[src/rtl/aha_sif_arbiter.sv]
// Two-requester round-robin arbiter for the CGRA SIF bus. One access is granted
// per cycle and forwarded on registered SIF strobes. A read-tag FIFO records
// which requester owns each in-flight read, so in-order read data is routed
// back to the correct requester.
module aha_sif_arbiter #(
  parameter int ADDR_WIDTH      = 32,
  parameter int DATA_WIDTH      = 64,
  parameter int MAX_OUTSTANDING = 4
) (
  input  logic                    CLK,
  input  logic                    RESET,
  input  logic                    R0_WR_EN,
  input  logic [ADDR_WIDTH-1:0]   R0_WR_ADDR,
  input  logic [DATA_WIDTH-1:0]   R0_WR_DATA,
  input  logic [DATA_WIDTH/8-1:0] R0_WR_STRB,
  input  logic                    R0_RD_EN,
  input  logic [ADDR_WIDTH-1:0]   R0_RD_ADDR,
  output logic                    R0_READY,
  output logic [DATA_WIDTH-1:0]   R0_RD_DATA,
  output logic                    R0_RD_VALID,
  input  logic                    R1_WR_EN,
  input  logic [ADDR_WIDTH-1:0]   R1_WR_ADDR,
  input  logic [DATA_WIDTH-1:0]   R1_WR_DATA,
  input  logic [DATA_WIDTH/8-1:0] R1_WR_STRB,
  input  logic                    R1_RD_EN,
  input  logic [ADDR_WIDTH-1:0]   R1_RD_ADDR,
  output logic                    R1_READY,
  output logic [DATA_WIDTH-1:0]   R1_RD_DATA,
  output logic                    R1_RD_VALID,
  output logic                    SIF_WR_EN,
  output logic [ADDR_WIDTH-1:0]   SIF_WR_ADDR,
  output logic [DATA_WIDTH-1:0]   SIF_WR_DATA,
  output logic [DATA_WIDTH/8-1:0] SIF_WR_STRB,
  output logic                    SIF_RD_EN,
  output logic [ADDR_WIDTH-1:0]   SIF_RD_ADDR,
  input  logic [DATA_WIDTH-1:0]   SIF_RD_DATA,
  input  logic                    SIF_RD_VALID,
  output logic                    RD_ORPHAN
);

  localparam int PTR_W = $clog2(MAX_OUTSTANDING);
  localparam int CNT_W = PTR_W + 1;
  localparam logic [CNT_W-1:0] FULL_CNT = CNT_W'(MAX_OUTSTANDING);

  // last_grant: 0 = requester 0 won last, 1 = requester 1 won last
  logic             last_grant;
  logic [PTR_W-1:0] wr_ptr;
  logic [PTR_W-1:0] rd_ptr;
  logic [CNT_W-1:0] count;
  logic             tag_mem [MAX_OUTSTANDING];

  logic full;
  logic empty;
  logic req0;
  logic req1;
  logic gnt0;
  logic gnt1;
  logic gnt_any;
  logic gnt_wr;
  logic push;
  logic pop;
  logic head_tag;

  // Request qualification and round-robin grant; fullness uses the pre-pop count
  always_comb begin
    full     = (count == FULL_CNT);
    empty    = (count == '0);
    req0     = R0_WR_EN | (R0_RD_EN & ~full);
    req1     = R1_WR_EN | (R1_RD_EN & ~full);
    gnt0     = ~RESET & req0 & (~req1 | last_grant);
    gnt1     = ~RESET & req1 & (~req0 | ~last_grant);
    gnt_any  = gnt0 | gnt1;
    gnt_wr   = gnt0 ? R0_WR_EN : R1_WR_EN;
    push     = gnt_any & ~gnt_wr;
    pop      = SIF_RD_VALID & ~empty;
    head_tag = tag_mem[rd_ptr];
  end

  assign R0_READY = gnt0;
  assign R1_READY = gnt1;

  // Grant pointer and registered downstream strobes/payload
  always_ff @(posedge CLK) begin
    if (RESET) begin
      last_grant  <= 1'b1;
      SIF_WR_EN   <= 1'b0;
      SIF_WR_ADDR <= '0;
      SIF_WR_DATA <= '0;
      SIF_WR_STRB <= '0;
      SIF_RD_EN   <= 1'b0;
      SIF_RD_ADDR <= '0;
    end else begin
      if (gnt0) last_grant <= 1'b0;
      else if (gnt1) last_grant <= 1'b1;
      SIF_WR_EN <= gnt_any & gnt_wr;
      SIF_RD_EN <= push;
      if (gnt_any & gnt_wr) begin
        SIF_WR_ADDR <= gnt0 ? R0_WR_ADDR : R1_WR_ADDR;
        SIF_WR_DATA <= gnt0 ? R0_WR_DATA : R1_WR_DATA;
        SIF_WR_STRB <= gnt0 ? R0_WR_STRB : R1_WR_STRB;
      end
      if (push) SIF_RD_ADDR <= gnt0 ? R0_RD_ADDR : R1_RD_ADDR;
    end
  end

  // Tag storage; contents need no reset since occupancy is tracked by count
  always_ff @(posedge CLK) begin
    if (push) tag_mem[wr_ptr] <= gnt1;
  end

  // Tag FIFO pointers and occupancy
  always_ff @(posedge CLK) begin
    if (RESET) begin
      wr_ptr <= '0;
      rd_ptr <= '0;
      count  <= '0;
    end else begin
      if (push) wr_ptr <= wr_ptr + PTR_W'(1);
      if (pop)  rd_ptr <= rd_ptr + PTR_W'(1);
      if (push & ~pop)      count <= count + CNT_W'(1);
      else if (~push & pop) count <= count - CNT_W'(1);
    end
  end

  // Read return routing and sticky orphan flag
  always_ff @(posedge CLK) begin
    if (RESET) begin
      R0_RD_VALID <= 1'b0;
      R1_RD_VALID <= 1'b0;
      R0_RD_DATA  <= '0;
      R1_RD_DATA  <= '0;
      RD_ORPHAN   <= 1'b0;
    end else begin
      R0_RD_VALID <= pop & ~head_tag;
      R1_RD_VALID <= pop & head_tag;
      if (pop & ~head_tag) R0_RD_DATA <= SIF_RD_DATA;
      if (pop & head_tag)  R1_RD_DATA <= SIF_RD_DATA;
      if (SIF_RD_VALID & empty) RD_ORPHAN <= 1'b1;
    end
  end

endmodule

[config.mk]
export PLATFORM = sky130hd
export DESIGN_NAME = aha_sif_arbiter
export DESIGN_NICKNAME = d
export VERILOG_FILES = /design/src/rtl/aha_sif_arbiter.sv
export SDC_FILE = /design/constraint.sdc
export NUM_CORES = 1
export LEC_CHECK = 0
export ABC_AREA = 1
export BUFFER_PORTS_ARGS = -buffer_cell sky130_fd_sc_hd__buf_2
export CAP_MARGIN = 40
export CORE_AREA = 2 2 240 242
export DETAILED_ROUTE_END_ITERATION = 8
export DIE_AREA = 0 0 242 244
export GPL_TIMING_DRIVEN = 1
export PLACE_DENSITY = 0.44
export SLEW_MARGIN = 15
export SYNTH_ARGS = -nofsm -noshare
export SYNTH_HDL_FRONTEND = slang
export SYNTH_SLANG_ARGS = --single-unit
[constraint.sdc]
create_clock -name CLK -period 2.2 [get_ports CLK]
set_input_delay 0.44 -clock CLK [delete_from_list [all_inputs] [get_ports CLK]]
set_output_delay 0.44 -clock CLK [all_outputs]
set_load 0.01 [all_outputs]
==> qor.yml <==
count_of_cells_along_the_worst_register_to_register_path: 17
syn_nets: 2311
utilization: 0.3176
grt_antenna_before_repair: 5
synth_cell_types: 23
hold_slack_ns: 0.1429
run_status: "finished, final reports clean"
cts_root_buf: "sky130_fd_sc_hd__clkbuf_16"
synthesis.instances: 1962
cpMaxStageDelayCell: "sky130_fd_sc_hd__dfxtp_2"
worst_hold_end: "R1_RD_DATA[6]$_SDFFE_PP0P_"
design.final.nets: 2901
worst_setup_slack_for_register_to_register_paths_ns: 0.06
post-route-min-period_ns: 2.150
htreeDepth: 2
viasPerCell: 4.018
worst_r2r_startpoint: "count[0]$_SDFFE_PP0P_"
timing.hold.worst.class: "input pin to flip-flop"
cp_max_fo: 5
post_drt_wl_per_cell_microns: 14.77
number_of_buffers_inserted_by_port_buffering: 613
timing.rr.end: "count[2]$_SDFFE_PP0P_"
detailroute.via_count: 13410
drcViolationCount: 0
synthesis.area_sq_um: 12420
dieWidth_microns: 242
design.die.area_sq_um: 59050
placedCellCount: 3254
synth-seq-area-share: 0.4595
hold_violation_count_in_the_final_report: 0
num-fill-cells: 6257
clk-insertion-delay-late_ns: 0.52
grt_first_pass_wirelength_mm: 73.17
drive_gt1_frac: 0.2962
final.setup_skew_ns: 0.01800
max-vdd-ir-drop_v: 0.0007701
yosys_warnings: 0
floorplan.initialDensity: 0.2210
io_pins: 614
synth_top_area_frac: 0.4499
tritoncts: "built"
timing.critical_path.cells: "nor2_4 > nand2_2 > nand2_2 > nand2_2 > buf_4 > nand3_4 > buf_6 > inv_4 > buf_6"
cap_viol_max_count: 0
hold_buffers: 0
cts.clk_slew.worst_paths_ns: 0.06
synth.ff_latch_count: 283
finish.cell_count_without_fillers: 3338
drt_first_pass_iters: 7
total_leakage_power_nw: 10.05
transition_time_at_the_pin_with_the_least_slew_margin_ns: 0.7459
syn_avg_cell_area_sq_um: 6.328
drt_wl_total_mm: 49.30
core_region_area_sq_um: 56170
total_cts_buffers: 35
cell_mode_on_critical_path: "sky130_fd_sc_hd__nand2_2"
drtIter0Drc: 643
die_height_microns: 244
globalRoute.totalOverflow: 0
ant_nets: 0
min_path_cells: 3
worst-endpoint-required_ns: 1.76
tritoncts_num_sinks: 283
endpoint_kind: "output pin"
crit_arrival_ns: 1.71
synth_top_cells_by_area: "sky130_fd_sc_hd__dfxtp_1 45%, sky130_fd_sc_hd__nand2_1 21%, sky130_fd_sc_hd__nor2_1 16%"
grt_pass1_vias: 12650
max-slew-margin-rel: 0.5027
clk_path_buf_depth: 3
grt_start_max_net_pins: 149
rsz0062_at_grt: "true"
final-max-slew-violation-count: 0
largest_incremental_delay_on_the_critical_path_ns: 0.33
hpwl_mm: 35.85
area.growth.synth_to_final_pct: 43.67
power-per-cell-area_nw_per_um2: 1056
track_usage: 0.1569
gp_routability_congestion: 0.9355
fmax_mhz: 465.2
post-synth-top-area-cell: "sky130_fd_sc_hd__dfxtp_1"
layout_worst_path_cycle_share: 0.9771
timing.final.setup_violations: 0
path_class: "flip-flop to output pin"
cp-start-kind: "flip-flop"
num_rows: 87
hold_path_startpoint: "SIF_RD_DATA[6]"
cells in the mapped netlist (all sizes together):
| cell type | n |
|---|---|
| o211ai | 1 |
| nor2 | 540 |
| xor2 | 1 |
| clkbuf | 62 |
| edfxtp | 4 |
| inv | 161 |
| buf | 55 |
| nand2 | 701 |
| a21oi | 10 |
| dfxtp | 279 |
| nand3 | 8 |
| ha | 5 |
| o21ai | 133 |
| fa | 1 |
| a32o | 1 |
critical path: cells and delay by family, from the launching register on:
| family | cells | cell delay (ns) |
|---|---|---|
| flip-flops | 1 | 0.33 |
| AND/OR/NAND/NOR | 5 | 0.43 |
| buffers and inverters | 4 | 0.42 |
placed cells by master, fill, tap and decap left out, types with 6 or more instances in the layout:
| cell type | n |
|---|---|
| sky130_fd_sc_hd__o21ai_0 | 130 |
| sky130_fd_sc_hd__clkinv_2 | 10 |
| sky130_fd_sc_hd__nand2_1 | 690 |
| sky130_fd_sc_hd__dfxtp_1 | 277 |
| sky130_fd_sc_hd__nor2_1 | 529 |
| sky130_fd_sc_hd__buf_4 | 36 |
| sky130_fd_sc_hd__buf_2 | 611 |
| sky130_fd_sc_hd__diode_2 | 6 |
| sky130_fd_sc_hd__clkbuf_16 | 37 |
| sky130_fd_sc_hd__a21oi_1 | 7 |
| sky130_fd_sc_hd__buf_12 | 13 |
| sky130_fd_sc_hd__clkbuf_1 | 10 |
| sky130_fd_sc_hd__inv_1 | 153 |
| sky130_fd_sc_hd__nor2_2 | 9 |
| sky130_fd_sc_hd__nand2_4 | 6 |
power breakdown:
group          internal, mW  switching, mW  total (mW)  leakage (nW)
registers              6.35          0.593        6.94          2.33
logic                  2.54           3.95        6.49          7.20
clock network          3.15           2.25        5.40         0.523
total                  12.0           6.79        18.8          10.1
per-stage QoR:
step,area (sq um),setup slack (ns),TNS [ns],power (mW)
finish,17840,0.05042,0,18.83
global route,17830,-0.08341,-0.1355,20.24
CTS,17670,-0.04193,-0.07520,19.04
detailed placement,16450,-0.03119,-0.04556,13.27
global placement,16450,-0.006368,-0.006368,13.20
floorplan,12470,-0.008082,-0.008082,10.45
logic make-up after synthesis:
| family | count (synthesis) | synth area share |
|---|---|---|
| simple gates | 1249 | 0.3818 |
| flops | 283 | 0.4595 |
| buf+inv | 278 | 0.09191 |
| compound gates | 145 | 0.05936 |
| fa+ha+maj | 6 | 0.006651 |
| xor+xnor | 1 | 0.0007056 |
sequential cells by signal, indices dropped and copies added (netlist names), named ones only:
name and flops:
last_grant 1, SIF_RD_EN 1, tag_mem 4, SIF_WR_EN 1
rd_ptr 2, wr_ptr 2, R1_RD_VALID 1, R0_RD_VALID 1
SIF_WR_STRB 8, SIF_WR_DATA 64, SIF_RD_ADDR 32, R0_RD_DATA 64
RD_ORPHAN 1, R1_RD_DATA 64, SIF_WR_ADDR 32, count 3
per-layer routing:
layer | part of all wire | vias up | global-route usage | routed length, microns
met5 | 0.00065 | - | 0 | 32
met4 | 0.019 | 6 | 0.03922 | 943
met3 | 0.090 | 60 | 0.05597 | 4432
met2 | 0.48 | 447 | 0.2737 | 23800
met1 | 0.41 | 5881 | 0.1826 | 20090
li1 | - | 7019 | - | -
worst max-delay path by stage:
| stage | startpoint | to | slack (ns) | cells past startpoint |
|---|---|---|---|---|
| after detailed placement | R1_WR_EN | count[2]$_SDFFE_PP0P_ | -0.03 | 15 |
| after floorplan | count[0]$_SDFFE_PP0P_ | count[2]$_SDFFE_PP0P_ | -0.008 | 16 |
| after global placement | R1_WR_EN | count[2]$_SDFFE_PP0P_ | -0.006 | 15 |
| after CTS | count[0]$_SDFFE_PP0P_ | R0_READY | -0.04 | 10 |
| after global routing | count[0]$_SDFFE_PP0P_ | count[2]$_SDFFE_PP0P_ | -0.08 | 17 |
| final | count[0]$_SDFFE_PP0P_ | R1_READY | 0.05 | 9 |
repair_timing:
action | CTS | global route
gates cloned | 1 | 2
setup endpoints to repair | 4 | 146
pin swaps | 9 | 2
setup buffers | 12 | 3
gates resized for setup | 15 | 22
final cells by class:
type	instances	area (sq um)	share of cell area
repair buffers	670	3782	0.2121
well taps	756	945.9	0.05303
diodes	6	15.01	0.0008418
clock buffers	48	954.7	0.05352
clock inverters	13	96.34	0.005401
flip-flops and latches	283	5708	0.3200
multi-input cells	1401	5705	0.3199
inverters	161	629.4	0.03528
Note: power is estimated with default switching activity, not from simulation.
